$ cat config.mk
export PLATFORM = sky130hd
export DESIGN_NAME = writeback_unit
export DESIGN_NICKNAME = d
export VERILOG_FILES = /design/src/rtl/wb_pkg.sv /design/src/rtl/wb_skid_fifo.sv /design/src/rtl/writeback_unit.sv
export SDC_FILE = /design/constraint.sdc
export NUM_CORES = 1
export LEC_CHECK = 0
export CAP_MARGIN = 30
export CORE_MARGIN = 8
export CORE_UTILIZATION = 50
export CTS_CLUSTER_DIAMETER = 200
export CTS_CLUSTER_SIZE = 28
export DETAILED_ROUTE_END_ITERATION = 6
export GPL_ROUTABILITY_DRIVEN = 0
export GPL_TIMING_DRIVEN = 1
export HOLD_SLACK_MARGIN = 0.08
export PLACE_DENSITY = 0.8
export SYNTH_ARGS = -nofsm -noshare
export SYNTH_HDL_FRONTEND = slang
export SYNTH_SLANG_ARGS = --single-unit
$ cat constraint.sdc
create_clock -name clk -period 7.1 [get_ports clk]
set_clock_uncertainty 0.05 [all_clocks]
set_input_delay 1.065 -clock clk [delete_from_list [all_inputs] [get_ports clk]]
set_output_delay 1.065 -clock clk [all_outputs]
set_load 0.02 [all_outputs]
$ cat src/rtl/wb_pkg.sv
// Shared writeback definitions: widths, load funct3 / opcode constants and the
// load extension function used on the memory return path.
package wb_pkg;
  localparam int XLEN  = 64;
  localparam int NREGS = 32;
  localparam int RW    = $clog2(NREGS);

  localparam logic [2:0] F3_LB  = 3'b000;
  localparam logic [2:0] F3_LH  = 3'b001;
  localparam logic [2:0] F3_LW  = 3'b010;
  localparam logic [2:0] F3_LD  = 3'b011;
  localparam logic [2:0] F3_LBU = 3'b100;
  localparam logic [2:0] F3_LHU = 3'b101;
  localparam logic [2:0] F3_LWU = 3'b110;

  localparam logic [6:0] OPC_LOAD    = 7'b0000011;
  localparam logic [6:0] OPC_STORE   = 7'b0100011;
  localparam logic [6:0] OPC_OPIMM   = 7'b0010011;
  localparam logic [6:0] OPC_OPIMM32 = 7'b0011011;
  localparam logic [6:0] OPC_OP      = 7'b0110011;
  localparam logic [6:0] OPC_OP32    = 7'b0111011;
  localparam logic [6:0] OPC_LUI     = 7'b0110111;
  localparam logic [6:0] OPC_AUIPC   = 7'b0010111;
  localparam logic [6:0] OPC_JAL     = 7'b1101111;
  localparam logic [6:0] OPC_JALR    = 7'b1100111;
  localparam logic [6:0] OPC_BRANCH  = 7'b1100011;

  typedef struct packed {
    logic [RW-1:0]   rd;
    logic [XLEN-1:0] data;
  } wb_req_t;

  // Low offset bits below the access size are dropped, so misaligned offsets
  // select the naturally aligned container.
  function automatic logic [XLEN-1:0] load_extend(input logic [2:0] f3,
                                                  input logic [2:0] off,
                                                  input logic [XLEN-1:0] raw);
    logic [7:0]  b;
    logic [15:0] h;
    logic [31:0] w;
    b = raw[{off, 3'b000} +: 8];
    h = raw[{off[2:1], 4'b0000} +: 16];
    w = raw[{off[2], 5'b00000} +: 32];
    case (f3)
      F3_LB:   load_extend = {{(XLEN-8){b[7]}}, b};
      F3_LH:   load_extend = {{(XLEN-16){h[15]}}, h};
      F3_LW:   load_extend = {{(XLEN-32){w[31]}}, w};
      F3_LD:   load_extend = raw;
      F3_LBU:  load_extend = {{(XLEN-8){1'b0}}, b};
      F3_LHU:  load_extend = {{(XLEN-16){1'b0}}, h};
      F3_LWU:  load_extend = {{(XLEN-32){1'b0}}, w};
      default: load_extend = '0;
    endcase
  endfunction
endpackage

$ cat src/rtl/wb_skid_fifo.sv
// Small circular FIFO buffering ALU results ahead of the register file port.
module wb_skid_fifo #(
  parameter int DEPTH = 2,
  parameter int WIDTH = 8,
  localparam int AW = (DEPTH > 1) ? $clog2(DEPTH) : 1,
  localparam int CW = $clog2(DEPTH + 1)
) (
  input  logic             clk,
  input  logic             reset,
  input  logic             i_push,
  input  logic [WIDTH-1:0] i_din,
  input  logic             i_pop,
  output logic [WIDTH-1:0] o_dout,
  output logic             o_full,
  output logic             o_empty,
  output logic [CW-1:0]    o_count
);
  logic [WIDTH-1:0] r_mem [DEPTH];
  logic [AW-1:0]    r_wp, r_rp;
  logic [CW-1:0]    r_cnt;
  logic             w_push, w_pop;

  assign o_full  = (r_cnt == CW'(DEPTH));
  assign o_empty = (r_cnt == '0);
  assign o_count = r_cnt;
  assign o_dout  = r_mem[r_rp];
  assign w_push  = i_push && !o_full;
  assign w_pop   = i_pop && !o_empty;

  always_ff @(posedge clk) begin
    if (reset) begin
      r_wp  <= '0;
      r_rp  <= '0;
      r_cnt <= '0;
    end else begin
      if (w_push) r_wp <= (r_wp == AW'(DEPTH - 1)) ? '0 : r_wp + 1'b1;
      if (w_pop)  r_rp <= (r_rp == AW'(DEPTH - 1)) ? '0 : r_rp + 1'b1;
      r_cnt <= r_cnt + CW'(w_push) - CW'(w_pop);
    end
  end

  always_ff @(posedge clk) begin
    if (w_push) r_mem[r_wp] <= i_din;
  end
endmodule

$ cat src/rtl/writeback_unit.sv
// Register file write port producer: merges never-stalled load returns with
// buffered ALU results and tracks outstanding loads for RAW stalls in decode.
module writeback_unit
  import wb_pkg::*;
#(
  parameter int XLEN_P    = XLEN,
  parameter int NREGS_P   = NREGS,
  parameter int ALU_DEPTH = 2,
  localparam int CW = $clog2(ALU_DEPTH + 1)
) (
  input  logic               clk,
  input  logic               reset,
  input  logic               i_alu_valid,
  output logic               o_alu_ready,
  input  logic [RW-1:0]      i_alu_rd,
  input  logic [XLEN_P-1:0]  i_alu_data,
  input  logic               i_ld_issue,
  input  logic [RW-1:0]      i_ld_issue_rd,
  input  logic               i_ld_valid,
  input  logic [RW-1:0]      i_ld_rd,
  input  logic [2:0]         i_ld_funct3,
  input  logic [2:0]         i_ld_offset,
  input  logic [XLEN_P-1:0]  i_ld_raw,
  output logic               o_wr_en,
  output logic [RW-1:0]      o_destn_reg,
  output logic [XLEN_P-1:0]  o_destn_data,
  output logic [NREGS_P-1:0] o_busy_mask
);
  wb_req_t            w_head;
  wb_req_t            w_alu_req;
  logic               w_full, w_empty, w_push, w_pop, w_ld_we;
  logic [CW-1:0]      w_count;
  logic [NREGS_P-1:0] w_set, w_clr;

  logic               r_wr_en;
  logic [RW-1:0]      r_reg;
  logic [XLEN_P-1:0]  r_data;
  logic [NREGS_P-1:0] r_busy;

  // Readiness is from registered count only; no credit for a same-cycle pop.
  assign o_alu_ready = !reset && (w_count < CW'(ALU_DEPTH));
  assign w_push      = i_alu_valid && o_alu_ready && !w_full && (i_alu_rd != '0);
  assign w_pop       = !i_ld_valid && !w_empty;
  assign w_alu_req   = '{rd: i_alu_rd, data: i_alu_data};
  assign w_ld_we     = i_ld_valid && (i_ld_rd != '0) && (i_ld_funct3 != 3'b111);

  wb_skid_fifo #(.DEPTH(ALU_DEPTH), .WIDTH($bits(wb_req_t))) u_alu_fifo (
    .clk     (clk),
    .reset   (reset),
    .i_push  (w_push),
    .i_din   (w_alu_req),
    .i_pop   (w_pop),
    .o_dout  (w_head),
    .o_full  (w_full),
    .o_empty (w_empty),
    .o_count (w_count)
  );

  always_ff @(posedge clk) begin
    if (reset) begin
      r_wr_en <= 1'b0;
      r_reg   <= '0;
      r_data  <= '0;
    end else if (i_ld_valid) begin
      r_wr_en <= w_ld_we;
      if (w_ld_we) begin
        r_reg  <= i_ld_rd;
        r_data <= load_extend(i_ld_funct3, i_ld_offset, i_ld_raw);
      end
    end else if (w_pop) begin
      r_wr_en <= 1'b1;
      r_reg   <= w_head.rd;
      r_data  <= w_head.data;
    end else begin
      r_wr_en <= 1'b0;
    end
  end

  // Issue is OR'd in after the return clear so a same-edge re-issue stays busy.
  assign w_set = i_ld_issue ? (NREGS_P'(1) << i_ld_issue_rd) : '0;
  assign w_clr = i_ld_valid ? (NREGS_P'(1) << i_ld_rd) : '0;

  always_ff @(posedge clk) begin
    if (reset) r_busy <= '0;
    else       r_busy <= ((r_busy & ~w_clr) | w_set) & ~NREGS_P'(1);
  end

  assign o_wr_en      = r_wr_en;
  assign o_destn_reg  = r_reg;
  assign o_destn_data = r_data;
  assign o_busy_mask  = r_busy;
endmodule

==> reports/metrics.csv <==
metric;value;unit
outcome;completed;
fmax;229.8;MHz
yosys.cell_types.count;67;
hold_path.class;reg -> reg;
syn_avg_cell_area;11.56;µm²
tns;0;ns
rsz0062_at_grt;false;
regMostFlops;u_alu_fifo.r_mem;
vias;9046;
dr.pass1.iters;6;
die_y;164.2;µm
ys.flop_type;edfxtp_1;
routed_wl;34.99;mm
fin_crit;4.351;ns
fin_nets;1312;
yosys.area.top_type_share;0.3773;
yosys.area.top_type;edfxtp_1;
postCtsSetupBuffers;0;
layout_commonest_cell;clkdlybuf4s50_1;
fin_util;0.6473;
power.total;3.607;mW
initial_utilization;0.5065;
multi_input_area;4353;µm²
synth_area_leaders;edfxtp_1 (38%), dfxtp_1 (19%), mux2i_1 (7.0%);
finalHoldViolCount;0;
ctsLongestPathBuffers;3;
antenna_left;0;
core-area;21690;µm²
path_class;in -> reg;
finalSetupViolCount;0;
rows;54;
ys_seq_elements;244;
clk_latency;0.49;ns
cts.htree.levels;1;
antenna_found_initial;8;
fin_crit_sh;0.6128;
drive_above_1_share;0.06885;
cts_sinks;244;
slowest_delay;0.63;ns
synth_fp_nets;1106;
yosysSeqAreaShare;0.5705;
largest_reg_flops;138;
hold_buffers;0;
grt_pass1_vias;8929;
post_dp_cell_area;13680;µm²
stdcell_area;14040;µm²
ir_drop;216.2;µV
relSlewSlack;0.3538;
wl_per_cell;24.23;µm
die_w;164.2;µm
start_kind;input pin;
dp_hpwl;25.67;mm
syn_inst;950;
syn_area;10980;µm²
seqCellArea;6270;µm²
whs;0.4190;ns
cp_max_fo;77;
power.density;256.9;nW/µm²
cp_common_cell;buf_4;
ys_warn_count;0;
syn2layout_area_growth;27.81;%
critPathRequiredTime;7.44;ns
grt_max_degree;78;
cts_buffers;12;
max_cap_violations;0;
synth-edff-count;138;
final_cell_mix;clkdlybuf4s50_1 (253), edfxtp_1 (138), nor2_1 (109);
tightestPinTransition;0.9678;ns
fillCellCount;1658;
async_reset_ff_frac;0;
r2r_slack;4.19;ns
post_cts_resized;0;
cts_tree;yes;
grt_overflow;0;
vias_per_cell;6.265;
drt_iter0_markers;939;
p_leak;4.620;nW
grt_pass1_wl;52.36;mm
drv_slew;0;
cp.arrival;4.69;ns
ioPinCount;257;
cp_slowest_cell;buf_4;
crit_chain;buf_2, buf_4, clkinv_1, o21ai_4, buf_4, inv_2, or2_2, buf_4, o221a_2, o21a_1;
clkTransAtPathRegs;0.11;ns
drcViolationCount;0;
cts_root_buf;clkbuf_16;
gr-usage-all-layers;0.2512;
cp-end-kind;flop;
die_area;26970;µm²
io_buffers;255;
==> final timing paths <==
path                                          from                            end  cells past startpoint
setup / recovery                        i_ld_valid  o_destn_data[15]$_SDFFE_PP0P_                     10
hold / removal         o_destn_reg[4]$_SDFFE_PP0P_    o_destn_reg[4]$_SDFFE_PP0P_                      2
setup reg to reg  u_alu_fifo.o_count[1]$_SDFF_PP0_  o_destn_data[15]$_SDFFE_PP0P_                      7
hold reg to reg        o_destn_reg[4]$_SDFFE_PP0P_    o_destn_reg[4]$_SDFFE_PP0P_                      2
==> per-layer routing <==
layer | global-route usage | vias to the layer above | part of all wire
li1 | - | 4087 | -
met1 | 0.3064 | 4311 | 0.37
met2 | 0.4110 | 532 | 0.47
met3 | 0.07744 | 102 | 0.12
met4 | 0.09587 | 14 | 0.038
met5 | 0 | - | 0.0029
==> Yosys cell counts (2+ instances only) <==
cell type,n
a2111oi_0,34
a211oi_1,4
nor3_1,11
a31oi_1,16
o22a_1,5
mux4_2,14
xnor2_1,3
buf_2,19
and3b_1,2
nor2b_1,7
mux2_2,17
o221ai_1,49
a22o_1,13
a311oi_1,4
inv_2,2
nor4_1,2
inv_1,8
nand2b_1,7
a32o_1,2
nand3b_1,8
ha_1,2
a21oi_1,57
a211o_1,2
o211ai_1,9
nor2_1,111
or3b_2,2
a221o_1,2
nand3_1,5
buf_1,10
buf_6,4
mux2i_1,77
o21ai_0,38
o221a_2,2
nand2_1,66
a222oi_1,5
o32ai_1,3
o22ai_1,6
clkbuf_1,44
dfxtp_1,106
edfxtp_1,138
a221oi_1,8
==> where the power goes <==
part	leakage, nW	total [mW]	internal [mW]	switching, mW
Clock	0.172	0.784	0.346	0.437
Combinational	2.31	1.06	0.470	0.589
Sequential	2.14	1.76	1.65	0.116
Total	4.62	3.61	2.46	1.14
==> cell type report <==
type | instances | share of cell area
Antenna cell | 2 | 0.0003565
Clock buffer | 19 | 0.02478
Clock inverter | 1 | 0.0006239
Inverter | 11 | 0.002941
Multi-Input combinational cell | 617 | 0.3101
Sequential cell | 244 | 0.4466
Tap cell | 280 | 0.02496
Timing Repair Buffer | 270 | 0.1897
==> cell families (layout without fill, tap and decap cells) <==
group | count (synthesis) | count (layout) | synth area share
xor+xnor | 4 | 4 | 0.003190
simple gates | 232 | 232 | 0.09250
flops | 244 | 244 | 0.5705
mux | 108 | 108 | 0.1163
compound gates | 270 | 270 | 0.1793
other cells | 1 | 3 | 0.0003414
fa+ha+maj | 2 | 2 | 0.002278
buf+inv | 89 | 301 | 0.03565
==> critical path: cells and delay by family <==
kind,cells,cell delay (ns)
buffers and inverters,6,2.37
AO/OA/AOI/OAI,3,0.60
AND/OR/NAND/NOR,1,0.60
==> metrics by stage <==
stage / cells / setup slack [ns]
after global placement: 1421 / 2.374
after detailed placement: 1422 / 2.287
final: 1444 / 2.749
after global routing: 1443 / 2.500
after floorplan: 950 / 1.991
after CTS: 1442 / 2.793
No activity file was read; power rests on OpenSTA's default activity.
